==> src/rtl/rf_pkg.sv <==
// Shared types and helpers for the multi-port register file.
package rf_pkg;

    typedef enum logic {
        RF_INIT,
        RF_RUN
    } rf_state_t;

    localparam int RF_INIT_ZERO  = 0;
    localparam int RF_INIT_INDEX = 1;

    function automatic int rf_depth(input int addr_w);
        return 1 << addr_w;
    endfunction

endpackage

==> src/rtl/rf_init_seq.sv <==
// Post-reset fill sequencer: walks every writable register once, then
// enters RUN and raises ready until the next reset.
module rf_init_seq
    import rf_pkg::*;
#(
    parameter int DATA_W    = 32,
    parameter int ADDR_W    = 5,
    parameter int ZERO_REG  = 1,
    parameter int INIT_MODE = 1
) (
    input  logic              clk_i,
    input  logic              rst_ni,
    output logic              init_we_o,
    output logic [ADDR_W-1:0] init_addr_o,
    output logic [DATA_W-1:0] init_data_o,
    output logic              run_o,
    output logic              ready_o
);

    // Register 0 is skipped when it is hard-wired to zero.
    localparam logic [ADDR_W-1:0] CNT_START = (ZERO_REG != 0) ? ADDR_W'(1) : '0;

    rf_state_t         state_q, state_d;
    logic [ADDR_W-1:0] cnt_q, cnt_d;
    logic              ready_q, ready_d;

    always_ff @(posedge clk_i or negedge rst_ni) begin
        if (!rst_ni) begin
            state_q <= RF_INIT;
            cnt_q   <= CNT_START;
            ready_q <= 1'b0;
        end else begin
            state_q <= state_d;
            cnt_q   <= cnt_d;
            ready_q <= ready_d;
        end
    end

    always_comb begin
        state_d   = state_q;
        cnt_d     = cnt_q;
        ready_d   = ready_q;
        init_we_o = 1'b0;
        case (state_q)
            RF_INIT: begin
                init_we_o = 1'b1;
                if (&cnt_q) begin
                    state_d = RF_RUN;
                    ready_d = 1'b1;
                end else begin
                    cnt_d = cnt_q + 1'b1;
                end
            end
            RF_RUN:  ;
            default: state_d = RF_INIT;
        endcase
    end

    assign init_addr_o = cnt_q;
    assign init_data_o = (INIT_MODE == RF_INIT_INDEX) ? DATA_W'(cnt_q) : '0;
    assign run_o       = (state_q == RF_RUN);
    assign ready_o     = ready_q;

endmodule

==> src/rtl/register_file_mp.sv <==
// Multi-port register file: combinational reads with optional forwarding,
// prioritised multi-port writes, and a fill sequence after every reset.
module register_file_mp
    import rf_pkg::*;
#(
    parameter int DATA_W    = 32,
    parameter int ADDR_W    = 5,
    parameter int NUM_RD    = 3,
    parameter int NUM_WR    = 2,
    parameter int ZERO_REG  = 1,
    parameter int BYPASS    = 1,
    parameter int INIT_MODE = 1
) (
    input  logic                     clk,
    input  logic                     rst,
    input  logic [NUM_RD*ADDR_W-1:0] rd_addr,
    output logic [NUM_RD*DATA_W-1:0] rd_data,
    input  logic [NUM_WR-1:0]        wr_en,
    input  logic [NUM_WR*ADDR_W-1:0] wr_addr,
    input  logic [NUM_WR*DATA_W-1:0] wr_data,
    output logic                     ready,
    output logic                     wr_conflict,
    output logic                     init_drop
);

    localparam int DEPTH = rf_depth(ADDR_W);

    if (DATA_W < ADDR_W) begin : g_width_check
        $error("register_file_mp: DATA_W must be >= ADDR_W");
    end

    logic              init_we;
    logic [ADDR_W-1:0] init_addr;
    logic [DATA_W-1:0] init_data;
    logic              run;

    rf_init_seq #(
        .DATA_W   (DATA_W),
        .ADDR_W   (ADDR_W),
        .ZERO_REG (ZERO_REG),
        .INIT_MODE(INIT_MODE)
    ) u_init_seq (
        .clk_i      (clk),
        .rst_ni     (rst),
        .init_we_o  (init_we),
        .init_addr_o(init_addr),
        .init_data_o(init_data),
        .run_o      (run),
        .ready_o    (ready)
    );

    logic [DATA_W-1:0] mem_q [DEPTH];
    logic [ADDR_W-1:0] wa  [NUM_WR];
    logic [DATA_W-1:0] wd  [NUM_WR];
    logic [NUM_WR-1:0] acc;

    // A write is accepted only in RUN and never to a hard-wired zero register.
    for (genvar p = 0; p < NUM_WR; p++) begin : g_wr
        assign wa[p]  = wr_addr[p*ADDR_W +: ADDR_W];
        assign wd[p]  = wr_data[p*DATA_W +: DATA_W];
        assign acc[p] = wr_en[p] && run && !((ZERO_REG != 0) && (wa[p] == '0));
    end

    // Ascending port order makes the highest-index port win a collision.
    always_ff @(posedge clk) begin
        if (init_we) begin
            mem_q[init_addr] <= init_data;
        end
        for (int p = 0; p < NUM_WR; p++) begin
            if (acc[p]) begin
                mem_q[wa[p]] <= wd[p];
            end
        end
    end

    for (genvar r = 0; r < NUM_RD; r++) begin : g_rd
        logic [ADDR_W-1:0] ra;
        logic [DATA_W-1:0] rv;
        assign ra = rd_addr[r*ADDR_W +: ADDR_W];
        always_comb begin
            rv = mem_q[ra];
            if (BYPASS != 0) begin
                for (int p = 0; p < NUM_WR; p++) begin
                    if (acc[p] && (wa[p] == ra)) begin
                        rv = wd[p];
                    end
                end
            end
            if (!run || ((ZERO_REG != 0) && (ra == '0))) begin
                rv = '0;
            end
        end
        assign rd_data[r*DATA_W +: DATA_W] = rv;
    end

    logic wr_conflict_q, wr_conflict_d;
    logic init_drop_q, init_drop_d;

    always_comb begin
        wr_conflict_d = 1'b0;
        for (int p = 0; p < NUM_WR; p++) begin
            for (int q = p + 1; q < NUM_WR; q++) begin
                if (acc[p] && acc[q] && (wa[p] == wa[q])) begin
                    wr_conflict_d = 1'b1;
                end
            end
        end
    end

    assign init_drop_d = !run && (|wr_en);

    always_ff @(posedge clk or negedge rst) begin
        if (!rst) begin
            wr_conflict_q <= 1'b0;
            init_drop_q   <= 1'b0;
        end else begin
            wr_conflict_q <= wr_conflict_d;
            init_drop_q   <= init_drop_d;
        end
    end

    assign wr_conflict = wr_conflict_q;
    assign init_drop   = init_drop_q;

endmodule

==> config.mk <==
export PLATFORM = sky130hd
export DESIGN_NAME = register_file_mp
export DESIGN_NICKNAME = d
export VERILOG_FILES = /design/src/rtl/rf_pkg.sv /design/src/rtl/rf_init_seq.sv /design/src/rtl/register_file_mp.sv
export SDC_FILE = /design/constraint.sdc
export NUM_CORES = 2
export LEC_CHECK = 0
export ABC_AREA = 0
export BUFFER_PORTS_ARGS = -buffer_cell sky130_fd_sc_hd__buf_2
export CORE_MARGIN = 5
export CORE_UTILIZATION = 40
export CTS_BUF_LIST = sky130_fd_sc_hd__clkbuf_4 sky130_fd_sc_hd__clkbuf_8 sky130_fd_sc_hd__clkbuf_16
export DETAILED_ROUTE_END_ITERATION = 10
export GPL_TIMING_DRIVEN = 0
export SLEW_MARGIN = 20
export SYNTH_ARGS = -nofsm -noshare
export SYNTH_HDL_FRONTEND = slang
export SYNTH_SLANG_ARGS = --single-unit
==> constraint.sdc <==
create_clock -name clk -period 4.8 [get_ports clk]
set_clock_uncertainty 0.15 [all_clocks]
set_input_delay 0 -clock clk [delete_from_list [all_inputs] [get_ports clk]]
set_output_delay 0 -clock clk [all_outputs]
set_load 0.02 [all_outputs]
Yosys cells after proc, flatten, opt, wreduce, memory -nomap -nowiden
Memories as Yosys holds them, arrays and structs flattened.
Index checks and enable logic that the tools add are counted.
Storage, ports and cells
  memories: 1
  bits in registers: 9
  RAM bits: 1024
  input port bits: 93
  output and inout port bits: 99
  logic and storage cells: 65
Memories
  mem_q: depth 32, width 32, read ports 3, clocked after memory_dff 0, write ports 2, line register_file_mp.sv:52  | logic [DATA_W-1:0] mem_q [DEPTH];
Cells by class
  muxes and demuxes: 20
  bitwise logic cells: 2
  reduce and logical (&&, ||, !) cells: 29
  equal/unequal tests: 7
  $add $sub $neg: 1
Operator list (count)
  $mux 32: 10
  $eq 5x5->1: 7
  $reduce_or 32->1: 1
  $logic_not 5->1: 5
  $logic_and 1x1->1: 13
  $mux 1: 9
  $reduce_and 6->1: 1
  $add 5x1->5 const B: 1
  $mux 5: 1
  $reduce_and 5->1: 1
  $logic_not 1->1: 3
  $logic_or 1x1->1: 3
  $not 1->1: 2
  $reduce_and 2->1: 1
  $reduce_or 2->1: 1

Logic depth before layout (Yosys ltp)
  word-level depth: 7
  mapped depth: 9
  depth with buffers taken out: 6

Modules after synthesis
A second synthesis with hierarchy kept.
Unflattened totals
  cell total of the unflattened synthesis: 7857
  area, all modules: 80448.4 um^2
Modules (own cells, without submodules)
  register_file_mp: sequential area each 30799.5 um^2, area an instance 79901.6 um^2, cells an instance 7802, instances 1
  rf_init_seq: sequential area each 176.4 um^2, area an instance 546.8 um^2, cells an instance 55, instances 1

Least setup slack after synthesis
No wires, ideal clock.
  kind: reg2reg
  start: register u_init_seq.state_q (netlist: u_init_seq.run_o)
  end: memory mem_q[3][0], enable pin
  stages on the path, launching flop included: 8
  path slack: 364 ps
  data required time: 4184 ps
  buffers on the path: 2
  library setup time: 466 ps
  clock period less this slack: 4436 ps
  arrival time: 3820 ps
  cells stage by stage: dfrtp_1 nand2_1 a21oi_1 buf_2 buf_2 mux2i_1 nand2_1 o21ai_0
RTL lines
  start: declaration: line rf_init_seq.sv:23  | rf_state_t state_q, state_d;
  start signal: assignment: line rf_init_seq.sv:33  | state_q <= state_d;
  end: declaration: line register_file_mp.sv:52

Worst setup path in the final report
  start: input rd_addr[10]
  end: output rd_data[74]
Between the ends
  longest elaborated chain between the ends: 5
  elaborated cells on any way between the ends: 10
  classes of those cells: 2 x eq/ne; 3 x mux; 4 x reduce/logical; 1 x memory
Ends and longest elaborated chain
  start: declaration: line register_file_mp.sv:16  | input logic [NUM_RD*ADDR_W-1:0] rd_addr,
  branches (longest 4 deep; another with $mem_v2 32x32)
  $mux 32 (*): line register_file_mp.sv:89  | if (!run || ((ZERO_REG != 0) && (ra == '0))) begin
  end: declaration: line register_file_mp.sv:17  | output logic [NUM_RD*DATA_W-1:0] rd_data,
Mark *: on every way between the ends.

==> impl_results.md <==
- Result of the run: finished with violations
- Failing checks: setup timing
- Ratio of cells with drive above 1 in the final layout: 0.248
- Final-layout setup total negative slack: -0.587 ns
- Kind of capture point of the worst setup path: output pin
- Worst reg2reg path endpoint: mem_q[3][18]$_DFFE_PP_
- Clock share of power: 0.410
- R2r setup slk: 0.38 ns
- Overall Global Routing Usage: 0.383
- Number of distinct library cell variants in the gate-level netlist after synthesis: 54
- CP delay by family, top: buffers and inverters
- Count of cell instances traversed by the critical path: 10
- Maximum clock path buffer count: 3
- Internal power: 16.8 mW
- Worst path max stage delay: 0.92 ns
- Number of I/O port buffers: 145
- Critical path's slowest cell: sky130_fd_sc_hd__clkbuf_1
- Origin of the worst min-delay path: wr_addr[8]
- Worst R2R Start: u_init_seq.run_o$_DFF_PN0_
- Clock-pin slew on the worst setup and hold paths: 0.06 ns
- Count of mapped cells out of synthesis: 6578
- Cells on worst reg2reg path: 8
- H-tree level count: 3
- Hold depth: 6
- Max capacitance violation total: 0
- Number of nets with antenna violations after detailed routing: 0
- Portion of synthesized cell area occupied by the leading cell type: 0.440
- Min setup slack post-route: -0.305 ns
- Gp weighted congestion: 1.08
- Dpl cell area: 0.0752 sq mm
- Max transition margin: 0.0722
- Post-Synthesis Mean Instance Area: 10.6 sq um
- Number of flops mapped to enable cells by yosys: 1024
- Net load switching power: 7.16 mW
- Number of sinks driven by the clock tree: 1033
- Vias in the first global route: 60025
- Detail-routed net length per standard cell: 39.0 um
- Switching fraction of total power: 0.299
- Cts repair resizes: 0
- Unrepaired setup endpoints after global routing: false
- Hold endpoint: mem_q[29][0]$_DFFE_PP_
- Worst Max-Slew Pin Slew: 1.38 ns
- Top-level port count: 192
- Library cell with the largest summed area after synthesis: sky130_fd_sc_hd__edfxtp_1
- Predominant post-synthesis flop cell: sky130_fd_sc_hd__edfxtp_1
- Placed cells: 9094
- Die Height: 428 um
- First-pass GRT wire length: 492000 um
- Total number of vias: 63944
- Setup-failing EPs final: 9
- Standard-cell rows: 153
- Half-perimeter wire length after placement: 284000 um
- Finished Core Util: 0.461
- Worst setup SP type: input port
- Total length of routed wires: 366000 um
- Data arrival, critical path: 4.95 ns
- Total power consumption of the routed design: 23.9 mW
- Cell at the root of the clock tree: sky130_fd_sc_hd__clkbuf_16
- Die extent in x: 428 um
- Critical Path Most Common Cell: sky130_fd_sc_hd__buf_2
- Sequential share of power: 0.419
- Bufs and invs on worst path: 5
- Number of standard cells in the layout, taps in and fillers out: 9405
- Worst setup path start: rd_addr[10]
- Max IR drop VDD: 0.323 mV
- Antenna violations before repair: 19
- Post-route cell area: 0.0801 sq mm
- Number of detailed-routing iterations run before antenna repair: 6
- Highest Clock Rate: 196 MHz
- Number of hold violations in the final report: 0
- DIE AREA: 0.183 sq mm
- Critical path start-end classification: in2out
- Starting Density: 0.402
- Worst Hold Class: in2reg
- Minimum period implied by the final worst setup slack: 5.10 ns
- Final Max Tran Viols: 0
- CTS tree: built
- Number of post-CTS setup repair buffers: 0
- Power Density: 299 mW/mm^2
- Top fanout value on the critical path: 10
- Final routed DRC violation total: 0
- Number of register bits inferred by synthesis: 1033
- Leak: 27.5 nW
- Combinational share of power: 0.171
- Nets@finish: 7066
- Core Region: 0.174 sq mm
- Grt ovf: 0
- Worst skew pair latency: 0.77 ns
- Critical path, cell by cell: buf_2, buf_2, nand2b_1, clkbuf_1, clkbuf_1, o22ai_1, a211oi_1, nor3_1, o221ai_1, buf_2
- Number of buffers inserted during clock tree synthesis: 117
- Final period utilization: 1.06
- Via/cell ratio: 6.80
- Pin count of the biggest net entering global routing: 23
- Sequential cell area fraction in the yosys report: 0.443
- Leading post-synthesis cells by cell area: sky130_fd_sc_hd__edfxtp_1 44%, sky130_fd_sc_hd__mux4_2 13%, sky130_fd_sc_hd__mux2_2 11%, sky130_fd_sc_hd__o21ai_0 6.9%, sky130_fd_sc_hd__nand2_1 5.9%
- Synth Warn #: 0
- CP Data Required Time: 4.65 ns
- Number of design-rule violations left by the first detailed-router iteration: 10033
- Synthesized netlist net count: 6673
- Synth-to-Final Area Change: 14.6%
- Async set or reset register ratio after synthesis: 0.00871
- Syn Std Cell Area: 0.0699 sq mm
final cells by class:
cell class | instances | area [sq um]
multi-input cells | 4670 | 35900
clock inverters | 79 | 965
flip-flops and latches | 1033 | 31000
repair buffers | 274 | 2760
clock buffers | 135 | 3060
fillers | 16422 | 93700
well taps | 2325 | 2910
inverters | 70 | 263
diodes | 14 | 35.0
plain buffers | 805 | 3290
placed cells by master, fill, tap and decap left out, drive strengths merged, types with 3 or more instances in the layout:
| master | netlist | final |
|---|---|---|
| clkbuf | 602 | 737 |
| xor2 | 19 | 19 |
| nor3b | 4 | 4 |
| nor3 | 200 | 200 |
| and3b | 6 | 6 |
| diode | 0 | 14 |
| and4 | 3 | 3 |
| clkinv | 0 | 47 |
| dfrtp | 8 | 8 |
| nand3 | 72 | 72 |
| or3 | 9 | 9 |
| bufinv | 0 | 18 |
| buf | 203 | 394 |
| mux4 | 393 | 393 |
| mux2 | 668 | 668 |
| edfxtp | 1024 | 1024 |
| o32ai | 6 | 6 |
| nand2b | 17 | 17 |
| nand4 | 5 | 5 |
| o211ai | 62 | 62 |
| o221ai | 31 | 31 |
| a22o | 6 | 6 |
| o22ai | 285 | 285 |
| nand2 | 1100 | 1100 |
| mux2i | 100 | 100 |
| nor2b | 9 | 9 |
| nand3b | 6 | 6 |
| clkinvlp | 0 | 6 |
| a21oi | 160 | 160 |
| a22oi | 189 | 189 |
| a211oi | 94 | 94 |
| dlygate4sd3 | 0 | 83 |
| nor2 | 209 | 209 |
| or2 | 6 | 6 |
| inv | 70 | 78 |
| o21ai | 965 | 965 |
| xnor2 | 19 | 19 |
| nor4 | 9 | 9 |
| and3 | 5 | 5 |
stage by stage:
stage,hold WS (ns),setup WS (ns)
after floorplan,-0.446,0.364
after global placement,-0.288,-3.66
after detailed placement,-0.287,0.0392
after CTS,0.0150,0.0350
after global routing,0.0711,0.0274
final,0.0624,-0.305
sequential cells by signal, summed over array words and instances, names as in the netlist:
signal                  flops
mem_q                    1024
u_init_seq.init_addr_o      5
init_drop                   1
u_init_seq.ready_o          1
u_init_seq.run_o            1
wr_conflict                 1
per-layer routing:
layer / vias up / track usage / share of wire
met4: 4 / 0.237 / 0.077
met3: 1052 / 0.135 / 0.14
li1: 25784 / - / -
met2: 5296 / 0.557 / 0.42
met1: 31808 / 0.487 / 0.36
met5: - / 0 / 0.000071
synthesized netlist by cell type (3+ instances only):
| library cell | n |
|---|---|
| sky130_fd_sc_hd__a211oi_1 | 93 |
| sky130_fd_sc_hd__a21oi_1 | 159 |
| sky130_fd_sc_hd__a22o_1 | 6 |
| sky130_fd_sc_hd__a22oi_1 | 189 |
| sky130_fd_sc_hd__and3_1 | 5 |
| sky130_fd_sc_hd__and3b_1 | 6 |
| sky130_fd_sc_hd__and4_1 | 3 |
| sky130_fd_sc_hd__buf_1 | 44 |
| sky130_fd_sc_hd__buf_2 | 145 |
| sky130_fd_sc_hd__buf_4 | 8 |
| sky130_fd_sc_hd__buf_6 | 6 |
| sky130_fd_sc_hd__clkbuf_1 | 602 |
| sky130_fd_sc_hd__dfrtp_1 | 8 |
| sky130_fd_sc_hd__edfxtp_1 | 1024 |
| sky130_fd_sc_hd__inv_1 | 70 |
| sky130_fd_sc_hd__mux2_2 | 668 |
| sky130_fd_sc_hd__mux2i_1 | 100 |
| sky130_fd_sc_hd__mux4_2 | 393 |
| sky130_fd_sc_hd__nand2_1 | 1100 |
| sky130_fd_sc_hd__nand2b_1 | 17 |
| sky130_fd_sc_hd__nand3_1 | 72 |
| sky130_fd_sc_hd__nand3b_1 | 6 |
| sky130_fd_sc_hd__nand4_1 | 5 |
| sky130_fd_sc_hd__nor2_1 | 200 |
| sky130_fd_sc_hd__nor2_2 | 9 |
| sky130_fd_sc_hd__nor2b_1 | 9 |
| sky130_fd_sc_hd__nor3_1 | 191 |
| sky130_fd_sc_hd__nor3_2 | 9 |
| sky130_fd_sc_hd__nor3b_1 | 4 |
| sky130_fd_sc_hd__nor4_1 | 6 |
| sky130_fd_sc_hd__nor4_2 | 3 |
| sky130_fd_sc_hd__o211ai_2 | 60 |
| sky130_fd_sc_hd__o21ai_0 | 965 |
| sky130_fd_sc_hd__o221ai_1 | 31 |
| sky130_fd_sc_hd__o22ai_1 | 285 |
| sky130_fd_sc_hd__o32ai_1 | 6 |
| sky130_fd_sc_hd__or2_2 | 6 |
| sky130_fd_sc_hd__or3_1 | 9 |
| sky130_fd_sc_hd__xnor2_1 | 19 |
| sky130_fd_sc_hd__xor2_1 | 19 |
how the worst max path moves through the flow:
stage	endpoint	slack, ns
6_report	rd_data[74]	-0.30
5_1_grt	rd_data[74]	0.03
4_1_cts	rd_data[10]	0.03
3_5_place_dp	rd_data[10]	0.04
3_3_place_gp	mem_q[1][15]$_DFFE_PP_	-3.66
2_1_floorplan	mem_q[3][0]$_DFFE_PP_	0.36
power groups by stage:
stage	logic, mW	registers [mW]	clock network (mW)
global placement	3.72	10.3	0
finish	4.09	10.0	9.82
detailed placement	3.83	10.2	0
CTS	3.89	10.0	9.75
floorplan	2.11	10.2	0
global route	4.12	10.0	10.1
worst min-delay path: cells and delay by family:
kind / cells / cell delay (ns)
buffers and inverters: 2 / 0.37
and+or+nand+nor: 3 / 0.39
AOI/OAI and AO/OA: 1 / 0.10
kinds of logic (layout without fill, tap and decap cells):
group,count (synthesis),in the layout,synth area share
other,0,14,0
adders and majority gates,2,2,0.000358
and+or+nand+nor,1664,1664,0.0990
xor gates and xnor gates,38,38,0.00476
DFF,1033,1033,0.443
buffers and inverters,875,1363,0.0506
muxes,1161,1161,0.248
AOI/OAI and AO/OA,1805,1805,0.154
what timing repair did:
item                                    CTS  global route
endpoints found under the hold margin   146             2
hold buffers                             82             1
endpoints found under the setup margin    0             0
Power figures use the tool's default switching activity.
